==> config.mk <==
export PLATFORM = sky130hd
export DESIGN_NAME = uart_cmd_dispatcher
export DESIGN_NICKNAME = d
export VERILOG_FILES = /design/src/rtl/uart_cmd_dispatcher.sv
export SDC_FILE = /design/constraint.sdc
export NUM_CORES = 2
export LEC_CHECK = 0
export ABC_AREA = 1
export BUFFER_PORTS_ARGS = -buffer_cell sky130_fd_sc_hd__buf_4
export CAP_MARGIN = 20
export CELL_PAD_IN_SITES_DETAIL_PLACEMENT = 1
export CELL_PAD_IN_SITES_GLOBAL_PLACEMENT = 1
export CORE_MARGIN = 2
export CORE_UTILIZATION = 42
export CTS_CLUSTER_DIAMETER = 80
export CTS_CLUSTER_SIZE = 16
export DETAILED_ROUTE_END_ITERATION = 8
export HOLD_SLACK_MARGIN = 0.15
export PLACE_DENSITY = 0.85
export SYNTH_ARGS = -nofsm -noshare
export SYNTH_HDL_FRONTEND = slang
export SYNTH_SLANG_ARGS = --single-unit
==> constraint.sdc <==
create_clock -name clk -period 13.06 [get_ports clk]
set_clock_uncertainty 0.2 [all_clocks]
set_input_delay 0.653 -clock clk [delete_from_list [all_inputs] [get_ports clk]]
set_output_delay 0.653 -clock clk [all_outputs]
set_load 0.02 [all_outputs]
==> src/rtl/uart_cmd_dispatcher.sv <==
// uart_cmd_dispatcher: decodes tagged UART frames into slot writes/reads, ping echo, coprocessor start and result readback
//   clk, reset                 clock, synchronous active-high reset
//   frame_valid, frame_data    RX frame strobe and frame {opcode, payload, tag}
//   tx_busy, tx_send, tx_frame UART TX handshake and response frame {opcode, payload, opcode}
//   cp_key, cp_text, cp_ld     slot0/slot1 contents and coprocessor start pulse
//   cp_done, cp_result         coprocessor completion and result
//   busy, result_valid         not IDLE / result latched since last start
//   err_count                  saturating error counter
module uart_cmd_dispatcher #(
    parameter int FRAME_BYTES = 18,
    parameter int NUM_SLOTS   = 4,
    parameter int CP_TIMEOUT  = 1024,
    localparam int PW = 8 * (FRAME_BYTES - 2),
    localparam int FW = 8 * FRAME_BYTES
) (
    input  logic          clk,
    input  logic          reset,
    input  logic          frame_valid,
    input  logic [FW-1:0] frame_data,
    input  logic          tx_busy,
    output logic          tx_send,
    output logic [FW-1:0] tx_frame,
    output logic [PW-1:0] cp_key,
    output logic [PW-1:0] cp_text,
    output logic          cp_ld,
    input  logic          cp_done,
    input  logic [PW-1:0] cp_result,
    output logic          busy,
    output logic          result_valid,
    output logic [7:0]    err_count
);
    localparam int SW = (NUM_SLOTS > 1) ? $clog2(NUM_SLOTS) : 1;
    localparam int CW = $clog2(CP_TIMEOUT) + 1;

    typedef enum logic [1:0] {IDLE, DECODE, RESP, WAIT_CP} state_t;

    state_t        state, state_next;
    logic [FW-1:0] frame_q;
    logic [PW-1:0] slots [NUM_SLOTS];
    logic [PW-1:0] result_q;
    logic [PW-1:0] resp_payload;
    logic [CW-1:0] cnt;
    logic          err;
    logic          wr_en;
    logic          load_tx;
    logic          slot_ok;
    logic [7:0]    opcode;
    logic [7:0]    tag;
    logic [PW-1:0] payload;
    logic [SW-1:0] idx;

    assign opcode  = frame_q[FW-1 -: 8];
    assign tag     = frame_q[7:0];
    assign payload = frame_q[FW-9:8];
    assign idx     = opcode[SW-1:0];
    assign slot_ok = int'(opcode[3:0]) < NUM_SLOTS;
    assign busy    = state != IDLE;
    assign cp_key  = slots[0];
    assign cp_text = slots[1];

    always_comb begin
        state_next   = state;
        err          = 1'b0;
        wr_en        = 1'b0;
        load_tx      = 1'b0;
        cp_ld        = 1'b0;
        resp_payload = payload;
        case (state)
            IDLE:    state_next = frame_valid ? DECODE : IDLE;
            DECODE: begin
                state_next = IDLE;
                if (tag != opcode)
                    err = 1'b1;
                else if (opcode[7:4] == 4'h5 && slot_ok)
                    wr_en = 1'b1;
                else if (opcode[7:4] == 4'h6 && slot_ok) begin
                    load_tx      = 1'b1;
                    resp_payload = slots[idx];
                end else if (opcode == 8'h41)
                    load_tx = 1'b1;
                else if (opcode == 8'h45)
                    cp_ld = 1'b1;
                else if (opcode == 8'h42 && result_valid) begin
                    load_tx      = 1'b1;
                    resp_payload = result_q;
                end else
                    err = 1'b1;
                if (load_tx)
                    state_next = RESP;
                if (cp_ld)
                    state_next = WAIT_CP;
            end
            RESP:    state_next = tx_busy ? RESP : IDLE;
            WAIT_CP: begin
                // done wins over a timeout landing on the same cycle
                if (cp_done)
                    state_next = IDLE;
                else if (cnt == CW'(CP_TIMEOUT - 1)) begin
                    err        = 1'b1;
                    state_next = IDLE;
                end
            end
            default: state_next = IDLE;
        endcase
        // a frame arriving outside IDLE is dropped; coincident errors count once
        if (frame_valid && state != IDLE)
            err = 1'b1;
    end

    always_ff @(posedge clk) begin
        if (reset) begin
            state        <= IDLE;
            frame_q      <= '0;
            tx_frame     <= '0;
            tx_send      <= 1'b0;
            result_q     <= '0;
            result_valid <= 1'b0;
            err_count    <= '0;
            cnt          <= '0;
            for (int i = 0; i < NUM_SLOTS; i++)
                slots[i] <= '0;
        end else begin
            state   <= state_next;
            tx_send <= state == RESP && !tx_busy;
            cnt     <= state == WAIT_CP ? cnt + 1'b1 : '0;
            if (state == IDLE && frame_valid)
                frame_q <= frame_data;
            if (wr_en)
                slots[idx] <= payload;
            if (load_tx)
                tx_frame <= {opcode, resp_payload, opcode};
            if (cp_ld)
                result_valid <= 1'b0;
            else if (state == WAIT_CP && cp_done) begin
                result_q     <= cp_result;
                result_valid <= 1'b1;
            end
            if (err && err_count != 8'hFF)
                err_count <= err_count + 1'b1;
        end
    end
endmodule

### Word-level counts from Yosys, hierarchy flattened

Memory sizes are Yosys's and may differ from the RTL's. A register that Yosys moved wholly into a read port is not among the register bits.
Cells that the tools add are included.

| storage, ports and cells | value |
|---|---|
| register bits after elaboration | 439 |
| RAM bits | 512 |
| input port bits | 277 |
| word-level logic and storage cells | 93 |
| memories | 1 |

| cells by class | value |
|---|---|
| add/sub/neg operators | 2 |
| magnitude comparators | 1 |
| equal/unequal tests | 12 |
| mux-type cells | 52 |
| bitwise gates (word level) | 2 |
| reduce and logical (&&, ||, !) cells | 15 |

Memory list:

| memory | depth | bits a word | rd ports | clocked after memory_dff | wr ports | line | RTL |
|---|---|---|---|---|---|---|---|
| slots | 4 | 128 | 3 | 1 | 4 | 39 | `logic [PW-1:0] slots [NUM_SLOTS];` |

Operator list:

| cell | count |
|---|---|
| 2-to-1 mux 128 bit | 8 |
| OR reduction 128 bit | 1 |
| 2-to-1 mux 1 bit | 34 |
| equality test 8 x 7 -> 1 bit, second input constant | 3 |
| 2-to-1 mux 2 bit | 8 |
| adder 11 x 1 -> 11 bit, second input constant | 1 |
| equality test 11 x 10 -> 1 bit, second input constant | 1 |
| adder 8 x 1 -> 8 bit, second input constant | 1 |
| equality test 4 x 3 -> 1 bit, second input constant | 2 |
| logical AND 1 bit | 8 |
| != test 8 bit | 1 |
| != test 8 bit, second input constant | 1 |
| case mux 2 bit (4 select lines) | 1 |
| equality test 2 bit, second input constant | 2 |
| less-than comparator 4 x 3 -> 1 bit, second input constant | 1 |
| OR reduction 2 bit | 2 |
| != test 3 bit, second input constant | 1 |
| equality test 2 x 1 -> 1 bit, second input constant | 1 |
| logical NOT 2 bit | 1 |
| inverter 1 bit | 2 |
| case mux 1 bit (2 select lines) | 1 |
| AND reduction 2 bit | 1 |
| nonzero test 2 bit | 1 |
| logical NOT 1 bit | 1 |

### Logic depth before layout (Yosys ltp)

| logic depth | value |
|---|---|
| depth in word-level cells | 12 |
| gate-level depth with buffers | 13 |

### Least setup slack after synthesis

OpenSTA, ideal clock, no wires.

| path | value |
|---|---|
| path type | register -> register |
| start point | register frame_q[141] |
| end point | memory slots[3][0] (netlist name), enable pin |
| data arrival time | 10417 ps |
| setup slack | 1640 ps |
| cell stages (with the launch flop) | 9 |
| buffers on the path | 0 |
| period minus slack after synthesis | 11420 ps |
| cells stage by stage | dfxtp_1 -> inv_2 -> nand2_1 -> nand2_1 -> nor2_1 -> nand2_1 -> nor3b_4 -> nand2_1 -> o31ai_1 |

RTL lines:

| item | line | RTL |
|---|---|---|
| from (decl) | 38 | `logic [FW-1:0] frame_q;` |
| from (signal assigned) | 127 | `frame_q <= frame_data;` |
| to (decl) | 39 |  |

### Worst setup path after layout

| path | value |
|---|---|
| start point | register frame_q[136] |
| end point | register tx_frame[36] |

| between the ends | value |
|---|---|
| longest elaborated chain between the ends | 10 |
| elaborated cells between the ends (all ways) | 23 |
| those cells by class | 1 x order compare; 4 x eq/ne; 15 x mux; 3 x reduce/logical |

Ends and longest elaborated chain:

| item | line | RTL |
|---|---|---|
| equality test 8 x 7 -> 1 bit | 83 | `else if (opcode == 8'h42 && result_valid) begin` |
| logical AND 1 bit | 83 |  |
| 2-to-1 mux 1 bit | 83 |  |
| 2-to-1 mux 1 bit | 81 | `else if (opcode == 8'h45)` |
| 2-to-1 mux 1 bit | 79 | `end else if (opcode == 8'h41)` |
| 2-to-1 mux 1 bit | 76 | `else if (opcode[7:4] == 4'h6 && slot_ok) begin` |
| 2-to-1 mux 1 bit | 74 | `else if (opcode[7:4] == 4'h5 && slot_ok)` |
| 2-to-1 mux 1 bit | 72 | `if (tag != opcode)` |
| 2-to-1 mux 1 bit (2 in a row) | 68 | `case (state)` |
| to (signal assigned) | 131 | `tx_frame <= {opcode, resp_payload, opcode};` |
| to (decl) | 22 | `output logic [FW-1:0] tx_frame,` |

Several ways; a longest one is shown, not always the timed one. The select of a mux whose other input is x is not followed.
A chain may end at the register's enable or synchronous reset.

==> results.py <==
metrics = {
    "run_status": {
        "status": "complete, no violations",
    },
    "setup_path": {
        "r2r_slack_ns": 8.25,
        "worst_ep_required_time_ns": 13.41,
        "cp_slowest_stage_delay_ns": 0.88,
        "critPathLaunchType": "flip-flop",
        "cp_slowest_cell": "buf_4",
        "reg2reg_from": "frame_q[136]",
        "cp.arrival_ns": 5.16,
        "cp-end-kind": "flip-flop",
        "cp_common_cell": "nor2_1",
        "critical_path_class": "flip-flop to flip-flop",
        "worst-path-max-fanout": 73,
        "cp_num_buf_inv": 4,
        "cpLargestDelayFamily": "simple AND/OR/NAND/NOR gates",
        "timing.rr.end": "tx_frame[36]",
        "reg2reg_depth": 11,
        "cp_cell_sequence": "inv_2, nand2_4, buf_4, nor3_1, nand2_4, buf_4, buf_16, a21oi_1, nor2_1, nor2_1, nor2_1",
    },
    "cells_and_area": {
        "nFillCells": 10600,
        "drive_gt1_share_pct": 16.5,
        "stdcell_count": 6375,
        "mostFrequentLayoutCells": "nor2_1, buf_4, o21ai_0, edfxtp_1, dfxtp_1",
        "fin_nets": 5329,
        "utilization_pct": 53.5,
        "area_growth_pct": 25.9,
        "layout_commonest_cell": "nor2_1",
    },
    "clocking": {
        "cts.sinks": 945,
        "numCtsBuffers": 70,
        "cts_tree": "yes",
        "htree_levels": 3,
        "cts_buffer_depth": 3,
        "insertion_delay_ns": 0.63,
        "root_buffer": "clkbuf_16",
        "cts_resized": 0,
        "post-cts-setup-buffers": 0,
        "clk_pin_slew_worst_paths_ns": 0.08,
    },
    "timing": {
        "period_minus_slack_ns": 4.81,
        "rsz0062_at_grt": "no",
        "fin_crit_sh_pct": 36.8,
        "finalWorstSetupSlack_ns": 8.25,
        "worst_pin_slew_ns": 1.23,
        "max_slew_margin_pct": 18.0,
        "hold_viol": 0,
        "tns_ns": 0,
        "drv_slew": 0,
        "fmax_ghz": 0.208,
        "setup_viol": 0,
    },
    "grt": {
        "grt_pass1_wl_um": 245000,
        "grt_remaining_overflow": 0,
        "grt_usage_pct": 32.7,
        "grt_max_degree": 253,
        "antenna_found_initial": 20,
        "grt_pass1_vias": 39800,
    },
    "drt": {
        "first_pass_iters": 5,
        "drc": 0,
        "drt_iter0_markers": 3845,
        "wl_per_cell_um": 25.9,
        "avgViaCountPerCell": 5.87,
        "wl_um": 165000,
        "vias": 37400,
        "antenna_left": 0,
    },
    "floorplan": {
        "die_w_um": 311,
        "die_area_mm2": 0.0970,
        "pin_count": 689,
        "core_mm2": 0.0935,
        "rows": 112,
        "fp.dieH_um": 311,
        "initial_core_util_pct": 42.5,
    },
    "yosys": {
        "synthMuxAreaShare_pct": 0,
        "synthSimpleGateAreaFrac_pct": 16.1,
        "synth_nets": 4674,
        "yosysWarnings": 0,
        "yosysSeqAreaShare_pct": 60.6,
        "synth-compound-area-share_pct": 16.5,
        "ys_types": 28,
        "syn_inst": 4395,
        "syn_area_per_cell_um2": 9.03,
        "synth_fa_ha_area_share_pct": 0.0630,
        "synthXorXnorAreaFrac_pct": 0.154,
        "synth_top_family_by_area": "compound AO/OA/AOI/OAI gates",
        "synthesis.area_mm2": 0.0397,
        "synth_seq_cells": 945,
    },
    "placement": {
        "post-place-cells": 5999,
        "numPortBuffers": 688,
        "dp_slack_ns": 7.96,
        "gp_congestion": 0.831,
        "dp_hpwl_um": 96400,
    },
    "worst_hold_path": {
        "min_to": "frame_q[78]",
        "hp-start": "frame_data[78]",
        "holdPathStages": 3,
        "hp-class": "input port to flip-flop",
    },
    "power": {
        "vdd_drop_max_v": 0.0000998,
        "leakagePower_nw": 19.3,
        "p_per_area_mw_per_mm2": 123,
    },
    "flow_run": {
        "maxCapViolCount": 0,
    },
}
what timing repair did:
item,in CTS,in global routing
endpoints found under the setup margin,0,0
hold buffers,228,0
hold endpoints to repair,227,0
logic make-up (layout without fill, tap and decap cells):
| kind of cell | after synthesis | in the layout |
|---|---|---|
| adders and majority gates | 2 | 2 |
| xor gates and xnor gates | 7 | 7 |
| DFF | 945 | 945 |
| AOI/OAI and AO/OA | 1215 | 1215 |
| buffers and inverters | 670 | 1382 |
| other | 0 | 14 |
| and+or+nand+nor | 1556 | 1556 |
stage by stage:
step	total power, mW	instance area [um2]	hold WS (ns)
finish	6.17	50000	0.171
global route	6.35	50000	0.150
CTS	6.16	49800	0.151
detailed placement	3.97	45400	0.240
global placement	3.95	45400	0.225
floorplan	3.70	39700	0.218
power by group:
part	internal, mW	total, mW	leakage (nW)	switching [mW]
logic	0.243	0.715	9.51	0.473
registers	3.21	3.28	8.80	0.0628
clock network	1.06	2.18	1.01	1.11
total	4.52	6.17	19.3	1.65
cell type report:
type                    count  area [um2]  share of cell area [%]
diodes                     14        35.0                  0.0701
clock buffers             120        1990                    3.99
clock inverters             9         125                   0.250
inverters                 290        1110                    2.23
multi-input cells        2780       13200                    26.4
flip-flops and latches    945       24100                    48.1
well taps                1254        1570                    3.14
repair buffers            963        7910                    15.8
synthesized netlist by cell type, drive strengths merged:
cell       n  share of area (%)
nor2    1063                 10
a211oi     1              0.019
nand2     78               0.74
edfxtp   512                 39
nor3     386                4.9
a21oi    416                5.2
o31ai      1              0.019
xor2       4              0.088
or2        1              0.016
buf       73               0.92
ha         2              0.063
dfxtp    433                 22
xnor2      3              0.066
clkbuf   307                2.9
nand4      1              0.016
a31oi      2              0.032
nor3b      3              0.085
inv      290                2.7
o21ai    667                8.4
nand3     24               0.32
o32ai    128                2.8
worst max-delay path by stage:
| stage | startpoint | to | slack [ns] | cells after the start |
|---|---|---|---|---|
| 5_1_grt | frame_q[136] | tx_frame[25] | 8.06 | 11 |
| 2_1_floorplan | frame_q[141] | slots[3][0] | 1.64 | 8 |
| 3_3_place_gp | frame_q[136] | tx_frame[102] | 8.13 | 11 |
| 4_1_cts | frame_q[136] | tx_frame[25] | 7.90 | 10 |
| 3_5_place_dp | frame_q[136] | tx_frame[19] | 7.96 | 10 |
| 6_report | frame_q[136] | tx_frame[36] | 8.25 | 11 |
flip-flops by register name, summed over array words and instances (netlist names), named ones only:
signal,cells
cnt,11
slots,512
err_count,8
frame_q,144
result_valid,1
tx_frame,136
result_q,128
tx_send,1
state,2
tightest hold or removal path: stages:
cell     delay, ns
buf_4         0.09
o21ai_0       0.07
a21oi_1       0.13
layer usage:
metal,wire (um),up-vias,track usage [%]
li1,-,16400,-
met1,63200,18800,39.9
met2,79700,1751,54.6
met3,13100,461,6.93
met4,8780,16,16.8
met5,107,-,0
(Power assumes the default switching activity.)
